### src/rtl/wordcatch_pkg.sv
// Shared types and constants for the wordcatch serial character buffer.
// Optional terminator support is enabled by defining WORDCATCH_TERM_EN.
package wordcatch_pkg;

  typedef enum logic [1:0] {
    IDLE,
    START,
    DATA,
    STOP
  } rx_state_t;

  localparam int ADDR_W = 6;
  localparam logic [7:0] CHAR_CR = 8'h0D;
  localparam int DEFAULT_DEPTH = 36;

endpackage

### src/rtl/cereal_rx.sv
// 8N1 serial receiver: synchronizer, start/data/stop sampling.
// Emits a one-cycle valid per good byte and a one-cycle frame_err pulse.
module cereal_rx
  import wordcatch_pkg::*;
#(
  parameter int CLKS_PER_BIT = 10417
) (
  input  logic       sysclk,
  input  logic       rst,
  input  logic       rx,
  output logic [7:0] data,
  output logic       valid,
  output logic       frame_err
);

  localparam int TW = $clog2(CLKS_PER_BIT);
  localparam logic [TW-1:0] T_LAST = TW'(CLKS_PER_BIT - 1);
  localparam logic [TW-1:0] T_HALF = TW'(CLKS_PER_BIT / 2);

  rx_state_t     state;
  logic [TW-1:0] timer;
  logic [2:0]    bits;
  logic [7:0]    shift;
  logic          s1;
  logic          s2;
  logic          s3;

  // s1/s2 synchronize; s3 is the previous s2 for falling-edge detect
  always_ff @(posedge sysclk) begin
    if (rst) begin
      s1 <= 1'b1;
      s2 <= 1'b1;
      s3 <= 1'b1;
    end else begin
      s1 <= rx;
      s2 <= s1;
      s3 <= s2;
    end
  end

  always_ff @(posedge sysclk) begin
    if (rst) begin
      state     <= IDLE;
      timer     <= '0;
      bits      <= '0;
      shift     <= '0;
      data      <= '0;
      valid     <= 1'b0;
      frame_err <= 1'b0;
    end else begin
      valid     <= 1'b0;
      frame_err <= 1'b0;
      unique case (state)
        IDLE: begin
          if (s3 && !s2) begin
            state <= START;
            timer <= '0;
          end
        end
        START: begin
          if (timer == T_HALF) begin
            timer <= '0;
            bits  <= '0;
            state <= s2 ? IDLE : DATA;
          end else begin
            timer <= timer + 1'b1;
          end
        end
        DATA: begin
          if (timer == T_LAST) begin
            timer <= '0;
            shift <= {s2, shift[7:1]};
            bits  <= bits + 1'b1;
            if (bits == 3'd7) state <= STOP;
          end else begin
            timer <= timer + 1'b1;
          end
        end
        STOP: begin
          if (timer == T_LAST) begin
            timer <= '0;
            state <= IDLE;
            if (s2) begin
              valid <= 1'b1;
              data  <= shift;
            end else begin
              frame_err <= 1'b1;
            end
          end else begin
            timer <= timer + 1'b1;
          end
        end
        default: state <= IDLE;
      endcase
    end
  end

endmodule

### src/rtl/wordcatch.sv
// Serial character catcher: buffers received bytes, tracks errors.
// Define WORDCATCH_TERM_EN to add the sticky word_done CR terminator.
module wordcatch
  import wordcatch_pkg::*;
#(
  parameter int CLKS_PER_BIT = 10417,
  parameter int DEPTH        = DEFAULT_DEPTH
) (
  input  logic              sysclk,
  input  logic              rst,
  input  logic              rx,
  input  logic              clr,
  input  logic [ADDR_W-1:0] rd_addr,
  output logic [7:0]        rd_data,
  output logic [ADDR_W-1:0] count,
  output logic              byte_valid,
  output logic [7:0]        byte_out,
  output logic              frame_err,
`ifdef WORDCATCH_TERM_EN
  output logic              word_done,
`endif
  output logic              overflow
);

  localparam logic [ADDR_W-1:0] FULL = ADDR_W'(DEPTH);

  logic       rx_ferr;
  logic       take;
  logic       store;
  logic       drop;
  logic [7:0] mem [DEPTH];
`ifdef WORDCATCH_TERM_EN
  logic       hit;
`endif

  cereal_rx #(
    .CLKS_PER_BIT(CLKS_PER_BIT)
  ) u_rx (
    .sysclk   (sysclk),
    .rst      (rst),
    .rx       (rx),
    .data     (byte_out),
    .valid    (byte_valid),
    .frame_err(rx_ferr)
  );

  // clr in the same cycle as a byte swallows that byte
  always_comb begin
    take  = byte_valid && !clr;
`ifdef WORDCATCH_TERM_EN
    hit   = take && !word_done && (byte_out == CHAR_CR);
    store = take && !word_done && (byte_out != CHAR_CR) && (count != FULL);
    drop  = take && !word_done && (byte_out != CHAR_CR) && (count == FULL);
`else
    store = take && (count != FULL);
    drop  = take && (count == FULL);
`endif
  end

  always_ff @(posedge sysclk) begin
    if (rst || clr) begin
      count     <= '0;
      frame_err <= 1'b0;
      overflow  <= 1'b0;
`ifdef WORDCATCH_TERM_EN
      word_done <= 1'b0;
`endif
    end else begin
      if (store) count <= count + 1'b1;
      if (drop) overflow <= 1'b1;
      if (rx_ferr) frame_err <= 1'b1;
`ifdef WORDCATCH_TERM_EN
      if (hit) word_done <= 1'b1;
`endif
    end
  end

  always_ff @(posedge sysclk) begin
    if (store) mem[count] <= byte_out;
  end

  always_ff @(posedge sysclk) begin
    if (rst) begin
      rd_data <= 8'h00;
    end else begin
      rd_data <= (rd_addr < count) ? mem[rd_addr] : 8'h00;
    end
  end

endmodule

### config.mk
export PLATFORM = sky130hd
export DESIGN_NAME = wordcatch
export DESIGN_NICKNAME = d
export VERILOG_FILES = /design/src/rtl/wordcatch_pkg.sv /design/src/rtl/cereal_rx.sv /design/src/rtl/wordcatch.sv
export SDC_FILE = /design/constraint.sdc
export NUM_CORES = 1
export LEC_CHECK = 0
export ABC_AREA = 1
export CELL_PAD_IN_SITES_DETAIL_PLACEMENT = 0
export CELL_PAD_IN_SITES_GLOBAL_PLACEMENT = 2
export CORE_UTILIZATION = 47
export CTS_BUF_LIST = sky130_fd_sc_hd__clkbuf_4 sky130_fd_sc_hd__clkbuf_8
export CTS_CLUSTER_DIAMETER = 80
export DETAILED_ROUTE_END_ITERATION = 10
export PLACE_DENSITY = 0.95
export SETUP_SLACK_MARGIN = 0.5
export SYNTH_ARGS = -nofsm -noshare
export SYNTH_HDL_FRONTEND = slang
export SYNTH_SLANG_ARGS = --single-unit
### constraint.sdc
create_clock -name sysclk -period 5.2 [get_ports sysclk]
set_input_delay 1.04 -clock sysclk [delete_from_list [all_inputs] [get_ports sysclk]]
set_output_delay 1.04 -clock sysclk [all_outputs]
set_load 0.03 [all_outputs]
==> results.json <==
{
  "post_drt_via_cell_ratio": 5.511,
  "grt.total_usage_pct": 23.59,
  "insertion_delay_ns": 0.59,
  "yosys.cell_types.count": 40,
  "crit_arrival_ns": 2.12,
  "crit_buf_inv": 2,
  "netlist_area_um2": 14460,
  "ir_worst_vdd_uv": 220.9,
  "totalWireLength_um": 35930,
  "switching_share_pct": 23.35,
  "antenna_found_initial": 0,
  "synth_xor_area_share_pct": 0.3635,
  "grt_overflow_total": 0,
  "post_cts_buffers": 0,
  "slowest_stage": "clkdlybuf4s50_1",
  "cts_tree": "built",
  "clk_path_buf_depth": 3,
  "hp-class": "flip-flop to flip-flop",
  "start_util_pct": 48.26,
  "clk_pin_slew_ns": 0.07,
  "synth-edff-count": 288,
  "drive_gt1_share_pct": 10.10,
  "ys_seq_elements": 344,
  "avgSynthCellArea_um2": 10.91,
  "syn2layout_area_growth_pct": 11.60,
  "yosysWarnings": 0,
  "slowest_delay_ns": 0.77,
  "wl_per_cell_um": 20.00,
  "ys_async_sr_fraction_pct": 0,
  "worstPathRequired_ns": 4.16,
  "finalClockSkew_ns": 0.01929,
  "rsz0062_at_grt": "no",
  "drt_pass1_iterations": 5,
  "finalCritPeriodShare_pct": 60.73,
  "cap_violations": 0,
  "place.gp.congestion": 0.8484,
  "worstSetupEndpointType": "output port",
  "core_area_um2": 29950,
  "p_per_area_nw_per_um2": 347.3,
  "synth_cells": 1325,
  "clock.fmax_mhz": 316.7,
  "combPwrFrac_pct": 6.8,
  "final_hold_viol_count": 0,
  "grt_pass1_wl_um": 54870,
  "vias": 9898,
  "start_kind": "flip-flop",
  "tightest_slew_ns": 1.064,
  "switching_power_mw": 1.308,
  "synth_compound_area_share_pct": 7.954,
  "hpwlAfterDp_um": 21220,
  "timing.final.ws_setup_ns": 2.042,
  "dieWidth_um": 177.4,
  "fin_nets": 1388,
  "crit_chain": "buf_4 -> clkdlybuf4s50_1",
  "hold_buffers": 0,
  "yosysTopAreaCell": "edfxtp_1",
  "cts_buffers": 54,
  "dpl_worst_slack_ns": 1.701,
  "power.total_mw": 5.603,
  "cts_resized": 0,
  "setup_viol": 0,
  "numPortBuffers": 34,
  "diodes": 0,
  "cts.sinks": 344,
  "htreeDepth": 2,
  "yosys.area_share.simple_pct": 18.09,
  "p_seq_share_pct": 52.9,
  "leakagePower_nw": 5.706,
  "cp_top_family": "buffers and inverters",
  "synth_ff_type": "edfxtp_1",
  "ant_nets": 0,
  "synth-seq-area-share_pct": 67.58,
  "crit_type": "flip-flop to output port",
  "outcome": "finished, final reports clean",
  "utilization_pct": 53.86,
  "period_needed_ns": 3.158,
  "synth_mux_area_share_pct": 0,
  "die_h_um": 177.4,
  "grt_start_max_net_pins": 172,
  "cts_root_buf": "clkbuf_8",
  "drtIter0Drc": 971,
  "clockPowerShare_pct": 40.3,
  "slew_headroom_pct": 29.07,
  "synth_top_family_by_area": "simple AND/OR/NAND/NOR gates",
  "netlist_top_cells_area": "edfxtp_1, dfxtp_1, nor2_1",
  "synth_fa_ha_area_share_pct": 1.298,
  "drc": 0,
  "maxSlewViolCount": 0,
  "tns_ns": 0,
  "die-area_um2": 31460,
  "first_global_vias": 9502,
  "cp_max_fo": 38,
  "rows": 63,
  "synth_top_area_share_pct": 59.82,
  "p_int_mw": 4.295,
  "ioPinCount": 35,
  "syn_nets": 1350
}
## state kept, by name, indices dropped and copies added (netlist names), named ones only
| register | flops |
|---|---|
| mem | 288 |
| u_rx.timer | 14 |
| rd_data | 8 |
| u_rx.data | 8 |
| u_rx.shift | 8 |
| count | 6 |
| u_rx.bits | 3 |
| frame_err | 1 |
| overflow | 1 |
| u_rx.frame_err | 1 |
| u_rx.s1 | 1 |
| u_rx.s2 | 1 |
| u_rx.s3 | 1 |
| u_rx.state | 1 |
| u_rx.valid | 1 |
## power groups by stage
| stage | combinational, mW | clock [mW] | sequential (mW) |
|---|---|---|---|
| 3_5_place_dp | 0.377 | 0 | 3.02 |
| 4_1_cts | 0.379 | 2.29 | 2.97 |
| 5_1_grt | 0.422 | 2.38 | 2.96 |
| 2_1_floorplan | 0.278 | 0 | 3.02 |
| 6_report | 0.381 | 2.26 | 2.97 |
| 3_3_place_gp | 0.375 | 0 | 3.02 |
## per-layer routing
layer  share of wire (%)  up-vias  GRT usage, %
met1                  43     4741         32.69
met3                 7.3       79         3.792
met2                  45      380         36.54
met5                   0        -             0
met4                 3.9        0         10.79
li1                    -     4698             -
## Yosys cell counts (2+ instances only)
cell type    n
nor3_1       8
nand2_4      2
xor2_1       4
a21oi_2      2
or2_2        2
o211ai_1    26
nand3_2      3
o21ai_0    111
inv_1       75
nand4_1      6
buf_6        5
nand3b_1     4
nor2_1     259
xnor2_1      2
nand2_1    141
clkbuf_1    26
dfxtp_1     56
nand3_1    158
nor2_2       2
nor3_2       3
inv_2        6
buf_4       11
o221ai_1     7
buf_2       23
a21oi_1     47
buf_1        3
o21ai_1     11
ha_1        15
nor2_4       3
nand2_2      7
edfxtp_1   288
## stage by stage
step | instances | hold WS (ns) | instance area, µm²
2_1_floorplan | 1325 | 0.3895 | 14460
3_3_place_gp | 1697 | 0.3918 | 15060
3_5_place_dp | 1697 | 0.3923 | 15060
4_1_cts | 1796 | 0.4083 | 16130
5_1_grt | 1796 | 0.4195 | 16130
6_report | 1796 | 0.4076 | 16130
## worst register-to-register path: stages (launching register included)
cell,delay [ns]
dfxtp_1,0.49
inv_1,0.18
ha_1,0.22
nand2_1,0.13
o21ai_4,0.11
nor2_1,0.23
nand3_1,0.36
nor2_1,0.72
## worst paths after layout
path,from,to,slack (ns),cells past startpoint
min,u_rx.s1,u_rx.s2,0.41,1
min reg2reg,u_rx.s1,u_rx.s2,0.41,1
max,u_rx.data[6],byte_out[6],2.04,2
max reg2reg,count[1],mem[10][4],2.37,7
## cells in the final DEF, fill, tap and decap left out, types with 2 or more instances in the layout
cell type	n
inv_1	75
nand3_1	158
inv_2	6
o21ai_1	11
o21ai_0	111
clkinv_1	10
clkbuf_8	56
a21oi_1	47
o221ai_1	7
nor2_2	2
xnor2_1	2
or2_2	2
nor3_2	3
xor2_1	4
nor2_1	259
ha_1	15
clkinv_2	6
buf_4	15
clkdlybuf4s50_1	32
nor3_1	8
clkbuf_4	26
dfxtp_1	56
nand2_4	2
nand2_1	141
a21oi_2	2
nand4_1	6
nand3b_1	4
nor2_4	3
o211ai_1	26
edfxtp_1	288
nand2_2	7
nand3_2	3
buf_12	2
## cell type report
type / instances / area (µm²)
multi-input cells: 829 / 4005
clock inverters: 17 / 107.6
flip-flops and latches: 344 / 9769
clock buffers: 82 / 965.9
repair buffers: 50 / 478.0
well taps: 390 / 488.0
fillers: 2636 / 13820
inverters: 84 / 319.1
## cells by family (layout without fill, tap and decap cells)
kind of cell,count (synthesis),count (layout)
xor+xnor,6,6
flops,344,344
simple gates,601,601
compound gates,207,207
buf+inv,152,233
fa+ha+maj,15,15
Note: power is estimated with default switching activity, not from simulation.
